File: src/rtl/fnd_scan_controller.sv
// Time-multiplexed 8-digit common-anode FND scan controller with per-frame input snapshot.
// Optional leading-zero suppression is enabled by defining FND_LEADING_ZERO_BLANK_EN.
module fnd_scan_controller #(
    parameter int unsigned SCAN_DIV     = 100000,
    parameter int unsigned BLANK_CYCLES = 1000,
    parameter int unsigned BLINK_DIV    = 50000000
) (
    input  logic        i_clk,
    input  logic        i_reset_n,
    input  logic        i_enable,
    input  logic [31:0] i_digitData,
    input  logic [7:0]  i_dpMask,
    input  logic [7:0]  i_blinkMask,
    output logic [7:0]  o_fndCom,
    output logic [7:0]  o_fndFont,
    output logic [2:0]  o_digitPosition,
    output logic        o_frameStart
);

    localparam int unsigned SlotW  = (SCAN_DIV > 1) ? $clog2(SCAN_DIV) : 1;
    localparam int unsigned BlinkW = (BLINK_DIV > 1) ? $clog2(BLINK_DIV) : 1;

    localparam logic [SlotW-1:0]  SlotLast  = SlotW'(SCAN_DIV - 1);
    localparam logic [SlotW-1:0]  BlankLast = SlotW'(BLANK_CYCLES - 1);
    localparam logic [BlinkW-1:0] BlinkLast = BlinkW'(BLINK_DIV - 1);

    typedef enum logic [1:0] {
        StIdle,
        StBlank,
        StDrive
    } state_e;

    state_e            state;
    logic [SlotW-1:0]  slot_cnt;
    logic [2:0]        position;
    logic [BlinkW-1:0] blink_cnt;
    logic              blink_off;
    logic [31:0]       snap_data;
    logic [7:0]        snap_dp;
    logic [7:0]        snap_blink;

    logic [7:0]        suppress;
    logic [3:0]        cur_nibble;
    logic [7:0]        drive_com;
    logic [7:0]        drive_font;

    function automatic logic [6:0] hex_seg(input logic [3:0] v);
        logic [6:0] seg;
        case (v)
            4'h0:    seg = 7'h40;
            4'h1:    seg = 7'h79;
            4'h2:    seg = 7'h24;
            4'h3:    seg = 7'h30;
            4'h4:    seg = 7'h19;
            4'h5:    seg = 7'h12;
            4'h6:    seg = 7'h02;
            4'h7:    seg = 7'h78;
            4'h8:    seg = 7'h00;
            4'h9:    seg = 7'h10;
            4'hA:    seg = 7'h08;
            4'hB:    seg = 7'h03;
            4'hC:    seg = 7'h46;
            4'hD:    seg = 7'h21;
            4'hE:    seg = 7'h06;
            default: seg = 7'h0E;
        endcase
        return seg;
    endfunction

`ifdef FND_LEADING_ZERO_BLANK_EN
    // Digit k is suppressed when it and every digit above it are zero; digit 0 always shows.
    always_comb begin
        logic zero_above;
        suppress   = 8'h00;
        zero_above = 1'b1;
        for (int k = 7; k >= 1; k--) begin
            zero_above  = zero_above & (snap_data[4*k +: 4] == 4'h0);
            suppress[k] = zero_above;
        end
    end
`else
    assign suppress = 8'h00;
`endif

    always_comb begin
        cur_nibble = snap_data[{position, 2'b00} +: 4];
        drive_com  = ~(8'h01 << position);
        drive_font = {~snap_dp[position], hex_seg(cur_nibble)};
        if ((blink_off && snap_blink[position]) || suppress[position]) begin
            drive_font = 8'hFF;
        end
    end

    assign o_digitPosition = position;

    always_ff @(posedge i_clk or negedge i_reset_n) begin
        if (!i_reset_n) begin
            state        <= StIdle;
            slot_cnt     <= '0;
            position     <= 3'd0;
            blink_cnt    <= '0;
            blink_off    <= 1'b0;
            snap_data    <= 32'h0;
            snap_dp      <= 8'h00;
            snap_blink   <= 8'h00;
            o_fndCom     <= 8'hFF;
            o_fndFont    <= 8'hFF;
            o_frameStart <= 1'b0;
        end else begin
            // Blink timebase runs in every state, including idle.
            if (blink_cnt == BlinkLast) begin
                blink_cnt <= '0;
                blink_off <= ~blink_off;
            end else begin
                blink_cnt <= blink_cnt + 1'b1;
            end

            o_frameStart <= 1'b0;

            if (!i_enable) begin
                state     <= StIdle;
                slot_cnt  <= '0;
                position  <= 3'd0;
                o_fndCom  <= 8'hFF;
                o_fndFont <= 8'hFF;
            end else begin
                case (state)
                    StIdle: begin
                        state        <= StBlank;
                        slot_cnt     <= '0;
                        position     <= 3'd0;
                        snap_data    <= i_digitData;
                        snap_dp      <= i_dpMask;
                        snap_blink   <= i_blinkMask;
                        o_frameStart <= 1'b1;
                        o_fndCom     <= 8'hFF;
                        o_fndFont    <= 8'hFF;
                    end
                    StBlank: begin
                        slot_cnt <= slot_cnt + 1'b1;
                        if (slot_cnt == BlankLast) begin
                            state     <= StDrive;
                            o_fndCom  <= drive_com;
                            o_fndFont <= drive_font;
                        end
                    end
                    StDrive: begin
                        if (slot_cnt == SlotLast) begin
                            state     <= StBlank;
                            slot_cnt  <= '0;
                            position  <= position + 3'd1;
                            o_fndCom  <= 8'hFF;
                            o_fndFont <= 8'hFF;
                            if (position == 3'd7) begin
                                snap_data    <= i_digitData;
                                snap_dp      <= i_dpMask;
                                snap_blink   <= i_blinkMask;
                                o_frameStart <= 1'b1;
                            end
                        end else begin
                            slot_cnt  <= slot_cnt + 1'b1;
                            o_fndCom  <= drive_com;
                            o_fndFont <= drive_font;
                        end
                    end
                    default: begin
                        state     <= StIdle;
                        o_fndCom  <= 8'hFF;
                        o_fndFont <= 8'hFF;
                    end
                endcase
            end
        end
    end

endmodule
File: config.mk
export PLATFORM = sky130hd
export DESIGN_NAME = fnd_scan_controller
export DESIGN_NICKNAME = d
export VERILOG_FILES = /design/src/rtl/fnd_scan_controller.sv
export SDC_FILE = /design/constraint.sdc
export NUM_CORES = 1
export LEC_CHECK = 0
export BUFFER_PORTS_ARGS = -buffer_cell sky130_fd_sc_hd__buf_2
export CAP_MARGIN = 20
export CORE_ASPECT_RATIO = 0.7
export CORE_MARGIN = 1.5
export CORE_UTILIZATION = 40
export DETAILED_ROUTE_END_ITERATION = 12
export SLEW_MARGIN = 5
export SYNTH_ARGS = -nofsm -noshare
export SYNTH_HDL_FRONTEND = slang
export SYNTH_SLANG_ARGS = --single-unit
File: constraint.sdc
create_clock -name i_clk -period 3.2 [get_ports i_clk]
set_clock_uncertainty 0.05 [all_clocks]
set_input_delay 0.48 -clock i_clk [delete_from_list [all_inputs] [get_ports i_clk]]
set_output_delay 0.48 -clock i_clk [all_outputs]
set_load 0.01 [all_outputs]
* Yosys cells after proc, flatten, opt, wreduce, memory -nomap -nowiden
Memory sizes are Yosys's and may differ from the RTL's. Index checks and enable logic that the tools add are counted.
Storage, ports and cells: flip-flop bits (word level) 114, memory bits (read-only) 120, input bits 51, word-level logic and storage cells 79, memories 2
Operators by class: reduce and logical (&&, ||, !) cells 7, bitwise gates (word level) 3, $lt $le $gt $ge 1, add/subtract/negate cells 3, multiplexer cells 38, eq/ne operators 12, shift operators 2
Memory list:
- (name not given) | depth 16, bits a word 7, rd ports 1, clocked after Yosys merged registers in 0, write ports 0, line 49 | case (v)
- (name not given) | depth 8, bits a word 1, rd ports 1, clocked after Yosys merged registers in 0, write ports 0, line 89 | if ((blink_off && snap_blink[position]) || suppress[position]) begin
Operators by type and width (number):
- $mux 8 | 11
- $mux 32 | 2
- $pmux 32 s2 | 1
- $pmux 8 s2 | 4
- $pmux 17 s3 | 1
- $mux 17 | 2
- $shiftx 32x6->4 | 1
- $add 26x1->26 const B | 1
- $eq 26x26->1 const B | 1
- $mux 26 | 1
- $add 17x1->17 const B | 1
- $eq 17x10->1 const B | 1
- $eq 17x17->1 const B | 1
- $not 8->8 | 1
- $shl 1x3->8 const A | 1
- $bmux 1 s3 | 2
- $mux 1 | 6
- $mux 2 | 3
- $mux 3 | 2
- $ne 3x3->1 const B | 2
- $pmux 2 s3 | 1
- $pmux 3 s2 | 1
- $lt 3x4->1 const B | 1
- $ne 2x2->1 const B | 2
- 14 further kinds | 16

* Longest topological paths before layout
Gate-level depths: netlist of run 1.
depth in word-level cells 8, mapped depth 10, mapped depth without buffers 8

* Least setup slack after synthesis of run 1
No wires, ideal clock.
path type register to register, from register position[0], in the netlist o_digitPosition[0], to register o_fndFont[0], arrival time 2.669 ns, cell stages (with the launch flop) 9, library setup time 0.077 ns, clock period less this slack 2.796 ns, slack 0.404 ns, cells stage by stage dfrtp_1 -> clkbuf_1 -> buf_4 -> mux4_2 -> mux2_2 -> inv_1 -> ha_1 -> or3b_2 -> a31oi_1
Between the ends: longest elaborated chain between the ends 8, elaborated cells on any way between the ends 13, those cells by class shift (1); mux (8); reduce/logical (2); memory (2)
RTL lines:
- start: declaration | line 35 | logic [2:0] position;
- start signal: assignment | line 151 | position <= position + 3'd1;
- parallel branches: the longest is 4 deep, another holds $mem_v2 16x7
- $mux 8 (*) | line 89
- $mux 8, on equally long branches | line 148, 141
- $pmux 8 s2 (*) | line 127 | case (state)
- $mux 8 (*) | line 120 | if (!i_enable) begin
- end signal: assignment | line 144 | o_fndFont <= drive_font;
- end signal: assignment | line 163 | o_fndFont <= drive_font;
- end: declaration | line 15 | output logic [7:0] o_fndFont,
Every way passes the cells marked *. The select of a mux whose other input is x is not followed. A chain may end at the register's enable or synchronous reset.

* Final worst setup path of run 1
Same ends and word-level chain as after synthesis.

==> impl_metrics.toml, run 1 <==
[timing]
fmax_ghz = 0.372
fin_crit_ps = 2690
hold_ws_ps = 131
slew_headroom_pct = 41.6
worst_pin_slew_ps = 876
finalSetupViolCount = 0
rsz0062_at_grt = "no"
hold_viol = 0
slew_viol_final = 0
tns_ps = 0
min_period_over_period_pct = 83.9

[logic_synthesis]
yosys_warnings = 0
ys_ff_latch = 114
synth_edf_count = 0
synth_top_cell_area_share_pct = 42.7
synthCells = 496
synth.area.top_cells = "dfrtp_1, dfstp_2, mux2_2"
synth_most_common_cell = "dfrtp_1"
avgSynthCellArea_um2 = 11.6
ys.flop_type = "dfrtp_1"
async_reset_ff_share_pct = 100
ys_types = 52
netlist_area_um2 = 5740
yosysTopAreaCell = "dfrtp_1"
synth_nets = 564
synth.top_cells.by_count = "dfrtp_1, mux2_2, nand2_1"
seq_area_frac_synth_pct = 50.0

[route]
dr.pass1.iters = 4
first_iter_violations = 212
wl_per_cell_um = 16.4
route.detailed.drc = 0
drt-total-wl_mm = 12.8
detail-route-antenna-nets = 0
vias = 4169
avgViaCountPerCell = 5.37

[critical_path]
crit_buf_inv = 1
max_stage_delay_ps = 590
reg2reg_slack_ps = 510
critPathSlowestCell = "dfrtp_1"
setup.worst_path.end = "o_fndFont[0]$_DFFE_PN1P_"
crit_path_end_kind = "flop"
critPathKind = "reg -> reg"
reg2reg_depth = 6
rr_endpoint = "o_fndFont[0]$_DFFE_PN1P_"
critPathMaxFanout = 8
cp_top_family = "multiplexers"
cp-startpoint = "o_digitPosition[0]$_DFFE_PN0P_"
cp_data_required_time_ps = 3490
r2r-start = "o_digitPosition[0]$_DFFE_PN0P_"
worstPathCellList = "mux4_2 > mux2_2 > inv_1 > ha_1 > or3b_2 > a31oi_1"
path_depth = 6
arrival_ps = 2970
startpoint_type = "flop"

[cts]
cts.sinks = 114
root_buffer = "clkbuf_16"
cts_inserted_buffers = 17
postCtsHoldBufs = 0
cts_tree = "done"
max-clock-path-buffers = 2
htree_levels = 4
clkSlewWorstSetupHoldPaths_ps = 60
insertion_delay_ps = 420
postCtsSetupRepairBufs = 0
ctsResizeCount = 0

[grt]
first_global_vias = 4197
antenna_found_initial = 0
grt_remaining_overflow = 0
grt_max_degree = 69
grt.total_usage_pct = 18.4
grt_pass1_wl_mm = 21.6

[die]
core_area_um2 = 14000
dieArea_um2 = 15100
initial_utilization_pct = 41.1
dieWidth_um = 146
num_rows = 36
ios = 71
fp.dieH_um = 103

[pwr]
p_leak_uw = 0.00293
vdd_drop_max_mv = 0.488
power.density_nw_per_um2 = 823

[placement]
dp_hpwl_mm = 8.87
dpl-instance-area_um2 = 6330
gp_congestion = 0.827
io_buffer_count = 70

[final_layout]
design_area_um2 = 6920
n_antenna_cell = 0
drive_gt1_share_pct = 31.9
area_growth_pct = 20.6
fin_nets = 642
post-route-util_pct = 49.6

[worst_hold_path]
min_path_type = "in -> async"

[job]
maxCapViolations = 0

[run_status]
status = "finished clean"
==> worst min path at each step <==
stage	startpoint	to	slack, ps	cells after the start
floorplan	i_reset_n	blink_cnt[0]$_DFF_PN0_	130	0
global placement	blink_off$_DFFE_PN0N_	blink_off$_DFFE_PN0N_	410	1
detailed placement	blink_off$_DFFE_PN0N_	blink_off$_DFFE_PN0N_	410	1
CTS	i_reset_n	snap_data[3]$_DFFE_PN0P_	180	1
global route	i_reset_n	snap_data[3]$_DFFE_PN0P_	210	1
finish	i_reset_n	snap_data[3]$_DFFE_PN0P_	130	1
==> area by class of cell <==
type	count	area (µm²)
fill	1304	7040
timing repair buffer	84	483
multi-input combinational	340	2680
sequential	114	2870
clock buffer	19	453
inverter	17	63.8
tap	190	238
clock inverter	13	135
==> cells by family after synthesis <==
family | share of synthesized area (%)
buffers and inverters | 3.49
and+or+nand+nor | 14.2
adders and majority gates | 3.71
muxes | 16.2
xor gates and xnor gates | 5.03
DFF | 50.0
AOI/OAI and AO/OA | 7.41
==> layout by cell type, fill, tap and decap left out, types with 17 or more instances in the layout <==
cell,instances
dfrtp_1,98
buf_2,69
mux2_2,33
nand2_1,32
nor2_1,30
nand3_1,23
xnor2_1,22
mux2_1,20
a31oi_1,20
o21ai_0,17
ha_1,17
clkbuf_16,17
==> through the flow <==
stage | power [µW] | instances | worst slack [ps]
2_1_floorplan | 3370 | 496 | 404
3_3_place_gp | 3770 | 745 | 540
3_5_place_dp | 3830 | 745 | 513
4_1_cts | 5720 | 777 | 497
5_1_grt | 6010 | 777 | 352
6_report | 5690 | 777 | 514
==> power by group <==
part,switching [µW],internal [µW],total (µW)
registers,219,1910,2130
clock network,683,1180,1860
logic,872,829,1700
==> layer usage <==
metal / vias to the layer above / part of all wire (%) / global-route usage (%)
met5: - / 0 / 0
met4: 0 / 1.0 / 5.59
met3: 12 / 4.6 / 3.68
met2: 111 / 43 / 28.3
met1: 2085 / 51 / 26.4
li1: 1961 / - / -
==> sequential cells by signal, indices dropped and copies added, names as in the netlist <==
register and count:
blink_cnt 26, o_digitPosition 3, snap_blink 8, o_fndCom 8, slot_cnt 17, state 2, o_fndFont 8, blink_off 1
snap_dp 8, snap_data 32, o_frameStart 1
Power figures use the tool's default switching activity.
==> inputs of run 2 (changes only) <==
Clock period 3.2 ns to 2.7 ns, I/O delays scaled along.
==> run 2 against run 1 <==
Global-route usage is essentially flat. Cell count grew 0.90%. Largest cell class unchanged. Sequential share of layout area shrank 0.58 points. Clock-buffer cell count shrank 1. Clock power grew 30%. Fmax grew 5.7%. Combinational power grew 21%. Sequential cell count is the same. Design area grew 1.5%. Worst setup slack lost 350 ps. Register-to-register slack lost 350 ps.
==> impl_metrics.toml, run 2 (same netlist as run 1, synthesis figures left out) <==
[die]
core_area_um2 = 14000
num_rows = 36
initial_utilization_pct = 41.1
fp.dieH_um = 103
ios = 71
dieWidth_um = 146
dieArea_um2 = 15100

[critical_path]
arrival_ps = 2830
r2r-start = "o_digitPosition[0]$_DFFE_PN0P_"
reg2reg_slack_ps = 160
critPathKind = "reg -> reg"
max_stage_delay_ps = 530
startpoint_type = "flop"
rr_endpoint = "o_fndFont[0]$_DFFE_PN1P_"
cp_data_required_time_ps = 2990
critPathSlowestCell = "mux4_2"
crit_path_end_kind = "flop"
critPathMaxFanout = 6
worstPathCellList = "mux4_2 > mux2_2 > inv_1 > ha_1 > or3b_2 > a31oi_1"
reg2reg_depth = 6

[route]
route.detailed.drc = 0
dr.pass1.iters = 6
drt-total-wl_mm = 12.8
avgViaCountPerCell = 5.26
highest_layer = "met4"
detail-route-antenna-nets = 0
wl_per_cell_um = 16.3
wl_met3_um = 470
vias = 4126
first_iter_violations = 248
met2_length_mm = 5.46
wl_met1_mm = 6.76

[cts]
insertion_delay_ps = 420
max-clock-path-buffers = 2
clkSlewWorstSetupHoldPaths_ps = 60
cts_tree = "done"
cts_inserted_buffers = 17
htree_levels = 4
cts.sinks = 114
root_buffer = "clkbuf_16"

[grt]
grt_pass1_wl_mm = 21.6
grt_max_degree = 59
grt_remaining_overflow = 0
first_global_vias = 4184
antenna_found_initial = 0
grt.total_usage_pct = 18.3

[timing]
hold_ws_ps = 150
hold_viol = 0
worst_pin_slew_ps = 556
fmax_ghz = 0.394
rsz0062_at_grt = "no"
slew_headroom_pct = 62.6
min_period_over_period_pct = 94.1
slew_viol_final = 0
tns_ps = 0
fin_crit_ps = 2540
finalSetupViolCount = 0

[run_status]
status = "finished clean"

[final_layout]
largest_reg_flops = 32
post-route-util_pct = 50.3
nFillCells = 1271
drive_gt1_share_pct = 32.5
fin_nets = 649
n_antenna_cell = 0
layout_common_cells = "dfrtp_1, buf_2, mux2_2"
area_growth_pct = 22.3
layout_commonest_cell = "dfrtp_1"
reg_top3 = "snap_data: 32 flops, blink_cnt: 26 flops, slot_cnt: 17 flops"
regMostFlops = "snap_data"
design_area_um2 = 7020

[worst_hold_path]
min_to = "snap_dp[6]$_DFFE_PN0P_"
min_path_cells = 2
min_path_type = "in -> reg"
hold_start = "i_dpMask[6]"

[pwr]
power.density_nw_per_um2 = 997
seq_power_share_pct = 36.2
swShare_pct = 31.1
p_leak_uw = 0.00298
p_sw_uw = 2170
vdd_drop_max_mv = 0.466
intPower_uw = 4830
finalPower_uw = 7000
comb_power_share_pct = 29.4
pwr-share-clk_pct = 34.5

[placement]
dp_hpwl_mm = 8.79
dpl-instance-area_um2 = 6380
io_buffer_count = 70
gp_congestion = 0.855

[job]
maxCapViolations = 0
-- run 2: changes by cell type in the layout (fill, tap and decap cells not counted), sizes merged --
cell / before / now
clkbuf: 19 / 18
bufinv: 2 / 4
inv: 18 / 20
buf: 84 / 90
dlygate4sd3: 0 / 1
clkinvlp: 5 / 2
-- run 2: layer usage --
metal | vias to the layer above | track usage (%)
met3 | 11 | 4.21
met2 | 86 | 26.8
li1 | 1980 | -
met5 | - | 0
met4 | 0 | 5.91
met1 | 2049 | 27.0
-- run 2: worst max-delay path, delay by kind of cell (launching register included) --
family | cells | cell delay (ps)
compound gates | 1 | 170
fa+ha+maj | 1 | 270
buf+inv | 1 | 150
flops | 1 | 470
mux | 2 | 880
simple gates | 1 | 460
-- run 2: how the worst max path moves through the flow --
stage,from,endpoint,slack [ps],depth (start not counted)
6_report,o_digitPosition[0]$_DFFE_PN0P_,o_fndFont[0]$_DFFE_PN1P_,160,6
5_1_grt,o_digitPosition[0]$_DFFE_PN0P_,o_fndFont[0]$_DFFE_PN1P_,30,6
4_1_cts,o_digitPosition[0]$_DFFE_PN0P_,o_fndFont[0]$_DFFE_PN1P_,50,6
3_5_place_dp,o_digitPosition[0]$_DFFE_PN0P_,o_fndFont[0]$_DFFE_PN1P_,120,6
3_3_place_gp,o_digitPosition[0]$_DFFE_PN0P_,o_fndFont[0]$_DFFE_PN1P_,210,6
2_1_floorplan,o_digitPosition[0]$_DFFE_PN0P_,o_fndFont[0]$_DFFE_PN1P_,20,8
-- run 2: final cells by class --
type                            instances  area (µm²)  share of cell area [%]
Tap cell                              190         238                    3.39
Sequential cell                       114        2870                    40.9
Timing Repair Buffer                   91         538                    7.66
Inverter                               17        63.8                   0.909
Multi-Input combinational cell        340        2680                    38.1
Clock buffer                           18         429                    6.11
Clock inverter                         14         204                    2.90
-- run 2: per-stage QoR --
| step | cells | setup WS [ps] |
|---|---|---|
| after CTS | 784 | 49.6 |
| after global placement | 751 | 207 |
| after global routing | 784 | 33.0 |
| final | 784 | 160 |
| after floorplan | 496 | 17.1 |
| after detailed placement | 751 | 122 |
-- run 2: power by group through the flow --
stage | combinational [µW] | clock [µW] | sequential, µW
2_1_floorplan | 1490 | 0 | 2500
3_3_place_gp | 1960 | 0 | 2540
3_5_place_dp | 2020 | 0 | 2550
4_1_cts | 2050 | 2450 | 2530
5_1_grt | 2250 | 2540 | 2600
6_report | 2050 | 2410 | 2530
-- run 2: repair_timing --
item / in CTS / in global routing
buffers inserted: 0 / 0
hold buffers: 1 / 0
setup endpoints to repair: 0 / 2
gates resized for setup: 0 / 1
endpoints found under the hold margin: 26 / 0
==> inputs of run 3 (changes only) <==
Settings changed: CORE_MARGIN 1.5 to 2.
==> run 3 against run 2 <==
Die area increased by 1.7%. Global-route usage decreased by 0.61 points. Cell count decreased by 0.13%. Register-to-register slack got worse by 50 ps. Sequential cell count unchanged. Via count increased by 0.63%. Critical path type unchanged. Non-clock buffer count unchanged. Combinational power about the same. Fmax decreased by 2.0%. Sequential power about the same. First-iteration DRC count decreased by 1.6%. Total power increased by 1.2%.
==> impl_metrics.toml, run 3 (same netlist as run 1, synthesis figures left out) <==
[run_status]
status = "finished clean"

[final_layout]
design_area_um2 = 7050
drive_gt1_share_pct = 31.9
multi_input_area_um2 = 2680
reg_top3 = "snap_data: 32 flops, blink_cnt: 26 flops, slot_cnt: 17 flops"
nFillCells = 1248
layout_commonest_cell = "dfrtp_1"
area_growth_pct = 22.9
n_antenna_cell = 0
register_area_um2 = 2870
fin_nets = 649
regMostFlops = "snap_data"
largest_reg_flops = 32
layout_common_cells = "dfrtp_1, buf_2, mux2_2"

[grt]
antenna_found_initial = 0
grt_pass1_wl_mm = 21.5
grt_remaining_overflow = 0
grt.total_usage_pct = 17.7
grt_max_degree = 47
first_global_vias = 4115

[cts]
postCtsSetupRepairBufs = 0
clkSlewWorstSetupHoldPaths_ps = 60
htree_levels = 4
cts_inserted_buffers = 17
ctsResizeCount = 0
postCtsHoldBufs = 1
root_buffer = "clkbuf_16"
cts.sinks = 114
max-clock-path-buffers = 2
insertion_delay_ps = 410
cts_tree = "done"

[critical_path]
rr_endpoint = "o_fndFont[0]$_DFFE_PN1P_"
setup.worst_path.end = "o_fndFont[0]$_DFFE_PN1P_"
startpoint_type = "flop"
cp_data_required_time_ps = 2980
cp-startpoint = "o_digitPosition[0]$_DFFE_PN0P_"
crit_path_end_kind = "flop"
reg2reg_slack_ps = 110
r2r-start = "o_digitPosition[0]$_DFFE_PN0P_"
critPathKind = "reg -> reg"
reg2reg_depth = 6
critPathMaxFanout = 7
arrival_ps = 2870

[placement]
pre_cts_slack_ps = 131
dp_hpwl_mm = 8.96
gp_congestion = 0.843
dpl-instance-area_um2 = 6390
io_buffer_count = 70

[job]
maxCapViolations = 0

[route]
first_iter_violations = 244
avgViaCountPerCell = 5.30
wl_per_cell_um = 16.4
route.detailed.drc = 0
detail-route-antenna-nets = 0
dr.pass1.iters = 5
drt-total-wl_mm = 12.8
vias = 4152

[pwr]
finalPower_uw = 7080
power.density_nw_per_um2 = 1000
p_leak_uw = 0.00300
vdd_drop_max_mv = 0.468

[timing]
slew_headroom_pct = 59.8
fin_ws_ps = 108
tns_ps = 0
rsz0062_at_grt = "no"
fmax_ghz = 0.386
hold_viol = 0
hold_ws_ps = 168
finalSetupViolCount = 0
min_period_over_period_pct = 96.0
slew_viol_final = 0
worst_pin_slew_ps = 603
fin_crit_ps = 2590

[die]
initial_utilization_pct = 41.1
dieWidth_um = 147
num_rows = 36
fp.dieH_um = 104
dieArea_um2 = 15300
ios = 71
core_area_um2 = 14000

[worst_hold_path]
hold_start = "i_blinkMask[6]"
min_path_type = "in -> reg"
run 3: cell types whose count changed in the layout (fill, tap and decap cells not counted), sizes merged:
cell	delta
clkbuf	+5
bufinv	+1
clkinvlp	-1
clkinv	-3
inv	-3
run 3: layer usage:
metal / vias up / GRT usage [%] / part of all wire [%]
li1: 1970 / - / -
met1: 2064 / 27.4 / 51
met2: 104 / 24.6 / 43
met3: 14 / 3.73 / 4.4
met4: 0 / 5.77 / 1.3
met5: - / 0 / 0
run 3: critical path, stage by stage (launching register included):
cell	delay, ps
dfrtp_1	540
mux4_2	550
mux2_2	350
inv_1	150
ha_1	240
or3b_2	460
a31oi_1	170
run 3: power by group:
group | internal, µW | leakage (µW) | switching (µW)
logic | 1020 | 0.00127 | 1050
registers | 2260 | 0.00141 | 260
clock network | 1710 | 0.000314 | 778
run 3: worst min-delay path by stage:
stage	cells after the start	slack, ps	endpoint
floorplan	0	60	blink_cnt[0]$_DFF_PN0_
global placement	1	400	snap_data[13]$_DFFE_PN0P_
detailed placement	1	400	snap_data[13]$_DFFE_PN0P_
CTS	2	160	snap_data[7]$_DFFE_PN0P_
global route	2	160	snap_dp[5]$_DFFE_PN0P_
finish	2	170	snap_blink[6]$_DFFE_PN0P_
run 3: cell type report:
cell class	count	area share [%]
Clock inverter	8	2.48
Tap cell	190	3.37
Sequential cell	114	40.7
Multi-Input combinational cell	340	37.9
Timing Repair Buffer	91	7.81
Clock buffer	23	6.78
Inverter	17	0.905
run 3: through the flow:
step / utilization (%) / std cells
floorplan: - / 496
global placement: 45.8 / 751
CTS: 50.5 / 783
global route: 50.5 / 783
detailed placement: 45.8 / 751
finish: 50.5 / 783
